**config.mk**
```make
export PLATFORM = sky130hd
export DESIGN_NAME = quat_product_seq
export DESIGN_NICKNAME = d
export VERILOG_FILES = /design/src/rtl/quat_pkg.sv /design/src/rtl/quat_product_seq_if.sv /design/src/rtl/quat_product_seq_multiplication.sv /design/src/rtl/quat_product_seq.sv
export SDC_FILE = /design/constraint.sdc
export NUM_CORES = 1
export LEC_CHECK = 0
export ABC_CLOCK_PERIOD_IN_PS = 11700
export CAP_MARGIN = 20
export CORE_UTILIZATION = 40
export CTS_CLUSTER_DIAMETER = 50
export DETAILED_ROUTE_END_ITERATION = 10
export PLACE_DENSITY_LB_ADDON = 0.3
export SYNTH_ARGS = -nofsm -noshare
export SYNTH_HDL_FRONTEND = slang
export SYNTH_SLANG_ARGS = --single-unit
```
**constraint.sdc**
```tcl
create_clock -name clk -period 11.7 [get_ports clk]
set_clock_uncertainty 0.1 [all_clocks]
set_input_delay 2.34 -clock clk [delete_from_list [all_inputs] [get_ports clk]]
set_output_delay 2.34 -clock clk [all_outputs]
set_load 0.01 [all_outputs]
```
**src/rtl/quat_pkg.sv**
```systemverilog
// Shared definitions for the sequential quaternion multiplier: component width,
// FSM states and the 16-step Hamilton-product schedule.
package quat_pkg;

  localparam int DATA_W = 16;
  localparam int QUAT_W = 4 * DATA_W;

  typedef enum logic [1:0] {
    IDLE = 2'd0,
    MAC  = 2'd1,
    DONE = 2'd2
  } state_t;

  // Component indices: 0=w, 1=x, 2=y, 3=z.
  typedef struct packed {
    logic [1:0] p_idx;
    logic [1:0] q_idx;
    logic [1:0] comp;
    logic       neg;
  } sched_t;

  function automatic sched_t schedule(input logic [3:0] step);
    case (step)
      4'd0:    return sched_t'{2'd0, 2'd0, 2'd0, 1'b0};
      4'd1:    return sched_t'{2'd1, 2'd1, 2'd0, 1'b1};
      4'd2:    return sched_t'{2'd2, 2'd2, 2'd0, 1'b1};
      4'd3:    return sched_t'{2'd3, 2'd3, 2'd0, 1'b1};
      4'd4:    return sched_t'{2'd0, 2'd1, 2'd1, 1'b0};
      4'd5:    return sched_t'{2'd1, 2'd0, 2'd1, 1'b0};
      4'd6:    return sched_t'{2'd2, 2'd3, 2'd1, 1'b0};
      4'd7:    return sched_t'{2'd3, 2'd2, 2'd1, 1'b1};
      4'd8:    return sched_t'{2'd0, 2'd2, 2'd2, 1'b0};
      4'd9:    return sched_t'{2'd1, 2'd3, 2'd2, 1'b1};
      4'd10:   return sched_t'{2'd2, 2'd0, 2'd2, 1'b0};
      4'd11:   return sched_t'{2'd3, 2'd1, 2'd2, 1'b0};
      4'd12:   return sched_t'{2'd0, 2'd3, 2'd3, 1'b0};
      4'd13:   return sched_t'{2'd1, 2'd2, 2'd3, 1'b0};
      4'd14:   return sched_t'{2'd2, 2'd1, 2'd3, 1'b1};
      default: return sched_t'{2'd3, 2'd0, 2'd3, 1'b0};
    endcase
  endfunction

  function automatic logic [DATA_W-1:0] pick(input logic [QUAT_W-1:0] v,
                                             input logic [1:0] idx);
    case (idx)
      2'd0:    return v[4*DATA_W-1 -: DATA_W];
      2'd1:    return v[3*DATA_W-1 -: DATA_W];
      2'd2:    return v[2*DATA_W-1 -: DATA_W];
      default: return v[DATA_W-1 -: DATA_W];
    endcase
  endfunction

endpackage

```
**src/rtl/quat_product_seq_if.sv**
```systemverilog
// Operand/product bus between the sequencer and its combinational multiplier.
interface quat_product_seq_if #(parameter int W = 16);
    logic [W-1:0] a;
    logic [W-1:0] b;
    logic [W-1:0] p;

    modport master (output a, output b, input p);
    modport slave  (input a, input b, output p);
endinterface

```
**src/rtl/quat_product_seq_multiplication.sv**
```systemverilog
// Combinational signed multiplier returning only the low DATA_W bits of the product.
module multiplication
    import quat_pkg::*;
(
    quat_product_seq_if.slave mul
);
    // Low half of a product is identical for signed and unsigned operands.
    assign mul.p = DATA_W'($signed(mul.a) * $signed(mul.b));
endmodule

```
**src/rtl/quat_product_seq.sv**
```systemverilog
// Sequential Hamilton product R=P*Q, one 16x16 multiply per cycle over 16 steps.
// Optional QPROD_SAT_EN: 18-bit accumulators with clamping to 16-bit signed on output.
module quat_product_seq
    import quat_pkg::*;
#(
    parameter int DATA_W = quat_pkg::DATA_W
) (
    input  logic                clk,
    input  logic                rst_n,
    input  logic                in_valid,
    output logic                in_ready,
    input  logic [4*DATA_W-1:0] p_in,
    input  logic [4*DATA_W-1:0] q_in,
    output logic                out_valid,
    input  logic                out_ready,
    output logic [4*DATA_W-1:0] r_out,
    output logic                busy,
    output state_t              fsm_state
);

`ifdef QPROD_SAT_EN
    localparam int ACC_W = DATA_W + 2;
`else
    localparam int ACC_W = DATA_W;
`endif

    state_t                   state, state_nxt;
    logic [3:0]               step;
    logic [4*DATA_W-1:0]      p_reg, q_reg;
    logic signed [ACC_W-1:0]  acc     [4];
    logic signed [ACC_W-1:0]  acc_nxt [4];
    logic signed [ACC_W-1:0]  prod_ext;
    logic [4*DATA_W-1:0]      r_nxt;
    sched_t                   sc;

    quat_product_seq_if #(.W(DATA_W)) mul_bus ();
    multiplication u_mul (.mul(mul_bus.slave));

    assign sc        = schedule(step);
    assign mul_bus.a = pick(p_reg, sc.p_idx);
    assign mul_bus.b = pick(q_reg, sc.q_idx);

`ifdef QPROD_SAT_EN
    assign prod_ext = {{(ACC_W-DATA_W){mul_bus.p[DATA_W-1]}}, mul_bus.p};

    function automatic logic [DATA_W-1:0] clamp(input logic signed [ACC_W-1:0] v);
        logic [ACC_W-DATA_W:0] top;
        top = v[ACC_W-1:DATA_W-1];
        if ((&top) || !(|top)) return v[DATA_W-1:0];
        return v[ACC_W-1] ? {1'b1, {(DATA_W-1){1'b0}}} : {1'b0, {(DATA_W-1){1'b1}}};
    endfunction

    assign r_nxt = {clamp(acc_nxt[0]), clamp(acc_nxt[1]), clamp(acc_nxt[2]), clamp(acc_nxt[3])};
`else
    assign prod_ext = mul_bus.p;
    assign r_nxt    = {acc_nxt[0], acc_nxt[1], acc_nxt[2], acc_nxt[3]};
`endif

    // Handshake: a transfer happens on a rising edge where valid && ready are both high;
    // in_ready is high only in IDLE, out_valid only in DONE, and out data is stable while out_valid.
    assign in_ready  = (state == IDLE);
    assign out_valid = (state == DONE);
    assign busy      = (state == MAC);
    assign fsm_state = state;

    always_comb begin
        for (int i = 0; i < 4; i++) acc_nxt[i] = acc[i];
        if (state == MAC)
            acc_nxt[sc.comp] = sc.neg ? acc[sc.comp] - prod_ext : acc[sc.comp] + prod_ext;
    end

    always_comb begin
        state_nxt = state;
        case (state)
            IDLE:    if (in_valid) state_nxt = MAC;
            MAC:     if (step == 4'd15) state_nxt = DONE;
            DONE:    if (out_ready) state_nxt = IDLE;
            default: state_nxt = IDLE;
        endcase
    end

    always_ff @(posedge clk or negedge rst_n) begin
        if (!rst_n) begin
            state <= IDLE;
            step  <= '0;
            p_reg <= '0;
            q_reg <= '0;
            r_out <= '0;
            for (int i = 0; i < 4; i++) acc[i] <= '0;
        end else begin
            state <= state_nxt;
            if (state == IDLE && in_valid) begin
                p_reg <= p_in;
                q_reg <= q_in;
                step  <= '0;
                for (int i = 0; i < 4; i++) acc[i] <= '0;
            end else if (state == MAC) begin
                step <= step + 4'd1;
                for (int i = 0; i < 4; i++) acc[i] <= acc_nxt[i];
                // The final step's product is folded in combinationally so latency stays 16.
                if (step == 4'd15) r_out <= r_nxt;
            end
        end
    end

endmodule

```
==> metrics.md, run 1 <==
| Metric | Value |
|---|---|
| CTS buffer count | 30 |
| Nets@finish | 2183 |
| Final min period | 9.64 ns |
| DR pass1 iterations | 6 |
| Worst-margin pin slew | 1.12 ns |
| Pin count of the biggest net entering global routing | 165 |
| Setup ws final | 2.06 ns |
| Cell Area, Placed | 0.0186 mm2 |
| Crit-path most repeated cell | inv_1 |
| FP Rows | 73 |
| Mapped Area | 0.0161 mm2 |
| Max_cap viols | 0 |
| CTS Sinks | 262 |
| Worst setup SP type | register |
| Crit path max fanout | 19 |
| Global route overflow | 0 |
| GRT Util Overall | 21.1% |
| Worst EP arrival | 9.94 ns |
| Commonest cells after routing, fill and taps aside | nand2_1, dfrtp_1, clkdlybuf4s50_1 |
| Number of buffers inserted by port buffering | 200 |
| Maximum clock path buffer count | 3 |
| Hold/Removal Path Class | register to register |
| Initial Util | 40.6% |
| Final design area excluding fillers | 0.0196 mm2 |
| Max Clk Rate | 104 MHz |
| Final Max Tran Viols | 0 |
| Hold Vio Cnt, Final | 0 |
| Sequential area share after synthesis | 40.7% |
| Post-cts resize count | 0 |
| Initial antenna violation count | 0 |
| IO Pins | 201 |
| Number of synthesized register bits | 262 |
| Crit path max-delay family | adder cells |
| Layout cells sized above 1 | 8.43% |
| Final HPWL DP | 31200 um |
| Post-DRT Antenna Nets | 0 |
| Setup tns final | 0 ns |
| N_diodes | 0 |
| Die width | 203 um |
| Setup repair bufs after CTS | 0 |
| Slew margin rel. | 23.3% |
| Worst Path Buf+Inv | 7 |
| Core footprint | 0.0397 mm2 |
| DR vias/cell | 5.01 |
| Routed length per placed instance | 17.3 um |
| CTS tree | built |
| RSZ-0062 raised after global routing | no |
| Clk slew on worst S/H paths | 0.06 ns |
| Place WS | 2.03 ns |
| Post-detailed-routing wire length | 42200 um |
| Number of synthesized flops with an enable pin | 0 |
| Ys async rst share | 100% |
| Fill cells | 3703 |
| DP Cell Count | 2381 |
| Final std cells w/o fill | 2435 |
| Top_reg_cell synth | dfrtp_1 |
| Area grow syn2layout | 21.4% |
| CP Data Required Time | 12.00 ns |
| Final setup fails | 0 |
| Clock root buffer | clkbuf_16 |
| Syn_nets | 2018 |
| Die area | 0.0411 mm2 |
| Period utilisation layout | 82.4% |
| Via Count | 12200 |
| DR DRC count | 0 |
| Post-Synthesis Cells | 1725 |
| Critical Path Slowest Stage Cell | mux4_2 |
| Synth unique cells | 56 |
| Global-route wire length before repair | 68900 um |
| CTS Hold Bufs | 0 |
| Mapped Avg Cell Area | 9.35 um2 |
| Vias in the first global route | 12800 |
| Die Y-Extent | 203 um |
| CP max stage delay | 0.78 ns |
| DRT iter0 DRCs | 846 |
| Crit end category | register |
| Final Wtd Congestion | 0.919 |
| Commonest non-fill, non-tap cell in the layout | nand2_1 |
| Skew-Pair Late Insertion Delay | 0.55 ns |
| H-tree lvl count | 1 |
| Critical setup path kind | register to register |
| Outcome | completed |
| Synth warn | 0 |
-- kinds of logic after synthesis --
kind of cell | share of synthesized area (%)
compound gates | 6.72
simple gates | 17.6
flops | 40.7
buf+inv | 5.64
fa+ha+maj | 16.2
mux | 9.32
xor+xnor | 3.78
-- tightest hold or removal path: cells and delay by family (launching register included) --
| family | cells | cell delay, ns |
|---|---|---|
| flops | 1 | 0.33 |
| simple gates | 2 | 0.10 |
-- Yosys cell counts, types with 26 or more instances --
| library cell | instances | area (um2) |
|---|---|---|
| fa_1 | 80 | 1600 |
| ha_1 | 81 | 1010 |
| dfrtp_1 | 262 | 6560 |
| a21oi_1 | 29 | 145 |
| nand3_1 | 37 | 185 |
| inv_1 | 154 | 578 |
| mux4_2 | 26 | 586 |
| mux2_2 | 62 | 698 |
| nor2_1 | 92 | 345 |
| clkbuf_1 | 68 | 255 |
| xnor2_1 | 46 | 403 |
| o21ai_0 | 98 | 490 |
| nand2_1 | 531 | 1990 |
-- per-layer routing --
layer  vias to the layer above  GRT usage [%]  share of wire (%)
met1                      6002           29.8                 47
met3                        55           3.45                5.1
met4                         0           4.89                1.9
li1                       5869              -                  -
met5                         -              0                  0
met2                       266           34.0                 46
-- through the flow --
stage          utilization (%)  hold slack [ns]
3_3_place_gp              46.8            0.351
2_1_floorplan                -            0.337
5_1_grt                   49.3            0.376
6_report                  49.3            0.365
4_1_cts                   49.1            0.372
3_5_place_dp              46.8            0.357
-- area by class of cell --
class,count,area [um2],area share [%]
Sequential cell,262,6560,33.5
Timing Repair Buffer,213,2140,11.0
Clock buffer,40,840,4.29
Clock inverter,12,111,0.569
Multi-Input combinational cell,1227,8680,44.3
Tap cell,525,657,3.36
Inverter,156,586,2.99
-- path summary, 6_finish.rpt --
kind	cells past startpoint	slack, ns	endpoint	startpoint
setup / recovery	35	2.06	r_out[15]	step[0]
min in group asynchronous	1	1.72	acc[42]	rst_n
hold reg to reg	2	0.37	p_reg[0]	p_reg[0]
hold / removal	2	0.37	p_reg[0]	p_reg[0]
max in group asynchronous	2	8.29	p_reg[11]	rst_n
setup reg to reg	35	2.06	r_out[15]	step[0]
Power of run 1 is left out: the tool's default activity adds up to more than one toggle a clock period on the data nets, which glitch-free logic cannot reach.
==> run 2: changes to the inputs <==
--- a/config.mk
+++ b/config.mk
@@ -5,7 +5,7 @@
 export SDC_FILE = /design/constraint.sdc
 export NUM_CORES = 1
 export LEC_CHECK = 0
-export ABC_CLOCK_PERIOD_IN_PS = 11700
+export ABC_CLOCK_PERIOD_IN_PS = 8300
 export CAP_MARGIN = 20
 export CORE_UTILIZATION = 40
 export CTS_CLUSTER_DIAMETER = 50
==> constraint.sdc (replaced) <==
create_clock -name clk -period 8.3 [get_ports clk]
set_clock_uncertainty 0.1 [all_clocks]
set_input_delay 1.66 -clock clk [delete_from_list [all_inputs] [get_ports clk]]
set_output_delay 1.66 -clock clk [all_outputs]
set_load 0.01 [all_outputs]
==> run 2 against run 1 <==
Cell area grew 4.1%. Largest cell class unchanged. Fmax up 17%. Critical endpoint is now acc[47]. Worst setup slack worse by 2.0 ns. Routed wire length up 1.6%. Final cell count rose by 2.3%.
==> metrics.md, run 2 (synthesis gave the netlist of run 1 again) <==
| Metric | Value |
|---|---|
| Commonest non-fill, non-tap cell in the layout | nand2_1 |
| Final Max Tran Viols | 0 (unchanged) |
| Via Count | 12700 (+3.8%) |
| Hold/Removal Path Class | register to register |
| Worst Path Buf+Inv | 5 (-2) |
| Max Clk Rate | 122 MHz (+17%) |
| Vias in the first global route | 13000 (+1.4%) |
| Setup crit start | step[1] |
| Worst setup SP type | register |
| Final min period | 8.21 ns (-1.43 ns) |
| Worst Reg-to-Reg Cells | 33 (-5.7%) |
| CP Data Required Time | 8.60 ns (-3.40 ns) |
| RR Startpoint | step[1] |
| Critical Path Slowest Stage Cell | mux4_2 |
| Final design area excluding fillers | 0.0204 mm2 (+4.1%) |
| Final std cells w/o fill | 2492 (+2.3%) |
| Area grow syn2layout | 26.4% |
| GRT Util Overall | 21.4% (+0.29 points) |
| Commonest cells after routing, fill and taps aside | nand2_1, dfrtp_1, clkdlybuf4s50_1 |
| Initial antenna violation count | 0 (unchanged) |
| Outcome | completed |
| FP Rows | 73 (unchanged) |
| Die Y-Extent | 203 um (unchanged) |
| Crit path max fanout | 8 (-11) |
| DP Cell Count | 2409 (+1.2%) |
| End of the critical path | acc[47] |
| Layout cells sized above 1 | 13.9% (+5.5 points) |
| Crit end category | register |
| Clock root buffer | clkbuf_16 |
| Initial Util | 40.6% (unchanged) |
| Worst reg2reg path endpoint | acc[47] |
| Nets@finish | 2236 (+2.4%) |
| Place WS | -0.183 ns (-2.21 ns) |
| H-tree lvl count | 1 (unchanged) |
| Pin count of the biggest net entering global routing | 169 (+2.4%) |
| DR vias/cell | 5.08 (+1.5%) |
| Final setup fails | 0 (unchanged) |
| Clk slew on worst S/H paths | 0.06 ns (about the same) |
| Fill cells | 3654 (-1.3%) |
| Crit path max-delay family | adder cells |
| Max_cap viols | 0 (unchanged) |
| DR pass1 iterations | 5 (-1) |
| Post-DRT Antenna Nets | 0 (unchanged) |
| Crit-path most repeated cell | ha_1 |
| CTS Sinks | 262 (unchanged) |
| Worst-margin pin slew | 0.999 ns (-0.120 ns) |
| Die area | 0.0411 mm2 (unchanged) |
| CTS buffer count | 30 (unchanged) |
| RSZ-0062 raised after global routing | yes |
| Post-detailed-routing wire length | 42800 um (+1.6%) |
| Core footprint | 0.0397 mm2 (unchanged) |
| DRT iter0 DRCs | 960 (+13%) |
| Routed length per placed instance | 17.2 um (-0.72%) |
| Critical setup path kind | register to register |
| Global route overflow | 0 (unchanged) |
| Setup tns final | 0 ns (unchanged) |
| Slew margin rel. | 33.4% (+10 points) |
| Global-route wire length before repair | 70300 um (+2.0%) |
| IO Pins | 201 (unchanged) |
| Final Wtd Congestion | 0.901 (-1.9%) |
| Period utilisation layout | 98.9% (+17 points) |
| Die width | 203 um (unchanged) |
| DR DRC count | 0 (unchanged) |
| CTS tree | built |
| Worst EP arrival | 8.52 ns (-1.42 ns) |
| Final HPWL DP | 31000 um (-0.74%) |
| Skew-Pair Late Insertion Delay | 0.56 ns (about the same) |
| Setup ws final | 0.0886 ns (-1.97 ns) |
| Maximum clock path buffer count | 3 (unchanged) |
| Cell Area, Placed | 0.0188 mm2 (+1.4%) |
| Number of buffers inserted by port buffering | 200 (unchanged) |
| Reg2Reg Setup Slack | 0.09 ns (-1.97 ns) |
| CP max stage delay | 0.72 ns (-0.06 ns) |
| Hold Vio Cnt, Final | 0 (unchanged) |
| Worst path depth | 33 (-5.7%) |
==> run 2: cell count changes in the layout (fill, tap and decap cells not counted), sizes merged <==
cell and delta:
inv -1, clkinvlp -1, buf +53, clkbuf +5
diode +1
==> run 2: how the worst min path moves through the flow <==
stage | startpoint | depth (start not counted) | slack (ns) | end
after floorplan | p_reg[13] | 2 | 0.34 | p_reg[13]
after global routing | q_reg[28] | 2 | 0.39 | q_reg[28]
after CTS | q_reg[28] | 2 | 0.37 | q_reg[28]
final | q_reg[28] | 2 | 0.37 | q_reg[28]
after detailed placement | q_reg[58] | 2 | 0.36 | q_reg[58]
after global placement | q_reg[42] | 2 | 0.35 | q_reg[42]
==> run 2: timing repair <==
| item | in CTS | in global routing |
|---|---|---|
| setup endpoints to repair | 5 | 19 |
| buffers inserted | 5 | 20 |
| gates resized for setup | 5 | 67 |
| pin swaps | 5 | 52 |
| hold buffers | 0 | 0 |
==> run 2: area by class of cell <==
class                   count  area, um2  share of cell area (%)
multi-input cells        1227       8990                    44.1
flip-flops and latches    262       6560                    32.2
repair buffers            266       2590                    12.7
clock buffers              45        888                    4.36
well taps                 525        657                    3.22
inverters                 156        586                    2.87
clock inverters            10        104                   0.510
diodes                      1       2.50                  0.0123
==> run 2: routing by layer <==
metal  track usage (%)  routed length (um)  part of all wire, %  vias to the layer above
met3              2.63                1970                  4.6                       48
met5                 0                   0                    0                        -
li1                  -                   -                    -                     5976
met4              4.43                 646                  1.5                        0
met1              30.8               19800                   46                     6321
met2              34.7               20400                   48                      314
==> run 2: tightest hold or removal path, cell delays in order, from the launching register on <==
cell and delay, ns:
dfrtp_1 0.34, nand2_1 0.05, nand2_1 0.05
==> run 2: stage by stage <==
stage,util (%),hold WS (ns)
3_3_place_gp,47.4,0.351
6_report,51.3,0.370
3_5_place_dp,47.4,0.359
5_1_grt,51.3,0.388
4_1_cts,50.1,0.373
2_1_floorplan,-,0.337
Power of run 2 is left out for the same reason.
==> run 3: changes to the inputs <==
--- a/config.mk
+++ b/config.mk
@@ -6,7 +6,7 @@
 export NUM_CORES = 1
 export LEC_CHECK = 0
 export ABC_CLOCK_PERIOD_IN_PS = 8300
-export CAP_MARGIN = 20
+export CAP_MARGIN = 10
 export CORE_UTILIZATION = 40
 export CTS_CLUSTER_DIAMETER = 50
 export DETAILED_ROUTE_END_ITERATION = 10
==> run 3 against run 2 <==
Core utilization fell by 0.11 points. Count of clock-buffer cells in the layout is the same. Via count is essentially flat. Non-clock buffer count fell by 2. Critical path depth unchanged. Global-route usage unchanged. Worst setup slack got worse by 0.0072 ns. Fmax barely moved. First-iteration DRC count down 4.1%. Cell area fell by 0.21%. Sequential share of layout area up 0.067 points. Highest routed layer unchanged. Register-to-register slack is essentially flat.
==> metrics.md, run 3 (synthesis gave the netlist of run 1 again) <==
| Metric | Value |
|---|---|
| DR pass1 iterations | 5 (unchanged) |
| Clock root buffer | clkbuf_16 |
| RSZ-0062 raised after global routing | yes |
| DR DRC count | 0 (unchanged) |
| Final min period | 8.22 ns (+0.00722 ns) |
| Place WS | -0.183 ns (unchanged) |
| Number of buffers inserted by port buffering | 200 (unchanged) |
| Critical Path Slowest Stage Cell | mux4_2 |
| Crit-path most repeated cell | ha_1 |
| Final Wtd Congestion | 0.901 (unchanged) |
| CP max stage delay | 0.73 ns (about the same) |
| Setup tns final | 0 ns (unchanged) |
| M1 GR Usage | 30.8% (unchanged) |
| Die Y-Extent | 203 um (unchanged) |
| Hold/Removal Path Class | register to register |
| Hold Vio Cnt, Final | 0 (unchanged) |
| Worst reg2reg path endpoint | acc[63] |
| FP Rows | 73 (unchanged) |
| Worst setup SP type | register |
| IO Pins | 201 (unchanged) |
| Maximum clock path buffer count | 3 (unchanged) |
| Die area | 0.0411 mm2 (unchanged) |
| Die width | 203 um (unchanged) |
| Critical setup path kind | register to register |
| Nets@finish | 2234 (-0.089%) |
| Setup ws final | 0.0814 ns (-0.00722 ns) |
| DR vias/cell | 5.08 (about the same) |
| Register area | 0.00656 mm2 (unchanged) |
| CTS tree | built |
| Met2 GRT Util | 34.7% (unchanged) |
| Commonest non-fill, non-tap cell in the layout | nand2_1 |
| Vias in the first global route | 13000 (unchanged) |
| Crit end category | register |
| Global route overflow | 0 (unchanged) |
| CP Data Required Time | 8.60 ns (about the same) |
| Multi-input logic area | 0.00899 mm2 (unchanged) |
| Routed length per placed instance | 17.2 um (about the same) |
| GR Util met3 | 2.63% (unchanged) |
| RR Startpoint | step[1] |
| Initial Util | 40.6% (unchanged) |
| Final Max Tran Viols | 0 (unchanged) |
| Worst-margin pin slew | 1.15 ns (+0.151 ns) |
| Post-DRT Antenna Nets | 0 (unchanged) |
| Worst EP arrival | 8.52 ns (about the same) |
| Cell Area, Placed | 0.0188 mm2 (unchanged) |
| Max Clk Rate | 122 MHz (about the same) |
| Commonest cells after routing, fill and taps aside | nand2_1, dfrtp_1, clkdlybuf4s50_1 |
| Crit path max fanout | 8 (unchanged) |
| Post-Route Utilization | 51.2% (-0.11 points) |
| H-tree lvl count | 1 (unchanged) |
| Final design area excluding fillers | 0.0203 mm2 (-0.21%) |
| Hold path endpoint | q_reg[28] |
| Layout cells sized above 1 | 13.8% (-0.088 points) |
| Worst Reg-to-Reg Cells | 33 (unchanged) |
| Slew margin rel. | 23.3% (-10 points) |
| Period utilisation layout | 99.0% (about the same) |
| Final HPWL DP | 31000 um (unchanged) |
| DRT iter0 DRCs | 921 (-4.1%) |
| Fill cells | 3659 (+0.14%) |
| Global-route wire length before repair | 70300 um (unchanged) |
| Area grow syn2layout | 26.1% |
| Final setup fails | 0 (unchanged) |
| Post-detailed-routing wire length | 42800 um (-0.14%) |
| Initial antenna violation count | 0 (unchanged) |
| Pin count of the biggest net entering global routing | 169 (unchanged) |
| Reg2Reg Setup Slack | 0.08 ns (about the same) |
| Hold Path Stages | 2 (unchanged) |
| Core footprint | 0.0397 mm2 (unchanged) |
| GRT Util Overall | 21.4% (unchanged) |
| Max_cap viols | 0 (unchanged) |
| CTS Hold Bufs | 0 (unchanged) |
| CTS Sinks | 262 (unchanged) |
| CTS buffer count | 30 (unchanged) |
| Outcome | completed |
| Skew-Pair Late Insertion Delay | 0.56 ns (about the same) |
| Clk slew on worst S/H paths | 0.06 ns (about the same) |
| Min-delay src | q_reg[28] |
| Via Count | 12700 (-0.039%) |
| Gr busiest metal | met2 |
==> run 3: worst max-delay path, delay by kind of cell (launching register included) <==
family / cells / cell delay [ns]
fa+ha+maj: 9 / 2.89
simple gates: 5 / 0.95
compound gates: 9 / 1.56
buf+inv: 5 / 0.53
flops: 1 / 0.39
mux: 1 / 0.73
xor+xnor: 4 / 0.88
==> run 3: metrics by stage <==
stage          hold WS [ns]  instances
2_1_floorplan         0.337       1725
3_3_place_gp          0.351       2409
3_5_place_dp          0.359       2409
4_1_cts               0.373       2469
5_1_grt               0.388       2489
6_report              0.369       2490
==> run 3: how the worst max path moves through the flow <==
stage / start / end / slack (ns) / cells after the start
final: step[1] / acc[63] / 0.08 / 33
after detailed placement: step[1] / acc[31] / -0.18 / 32
after global routing: step[1] / acc[63] / -0.19 / 33
after floorplan: step[0] / r_out[15] / 0.002 / 34
after global placement: step[0] / acc[63] / -0.04 / 32
after CTS: step[1] / acc[63] / 0.03 / 31
==> run 3: final cells by class <==
| class | instances | share of cell area (%) |
|---|---|---|
| inverter | 156 | 2.88 |
| multi-input combinational | 1227 | 44.2 |
| tap | 525 | 3.23 |
| clock buffer | 45 | 4.37 |
| timing repair buffer | 264 | 12.6 |
| antenna | 1 | 0.0123 |
| sequential | 262 | 32.2 |
| clock inverter | 10 | 0.511 |
==> run 3: timing repair <==
item,4_1_cts,5_1_grt
hold endpoints to repair,0,0
setup buffers,5,20
endpoints found under the setup margin,5,20
pin swaps,5,51
gates resized for setup,5,67
==> run 3: routing by layer <==
metal,up-vias,wire (um)
met2,328,20400
met5,-,0
met3,52,2020
met1,6301,19700
met4,0,669
li1,5973,-
Power of run 3 is left out for the same reason.
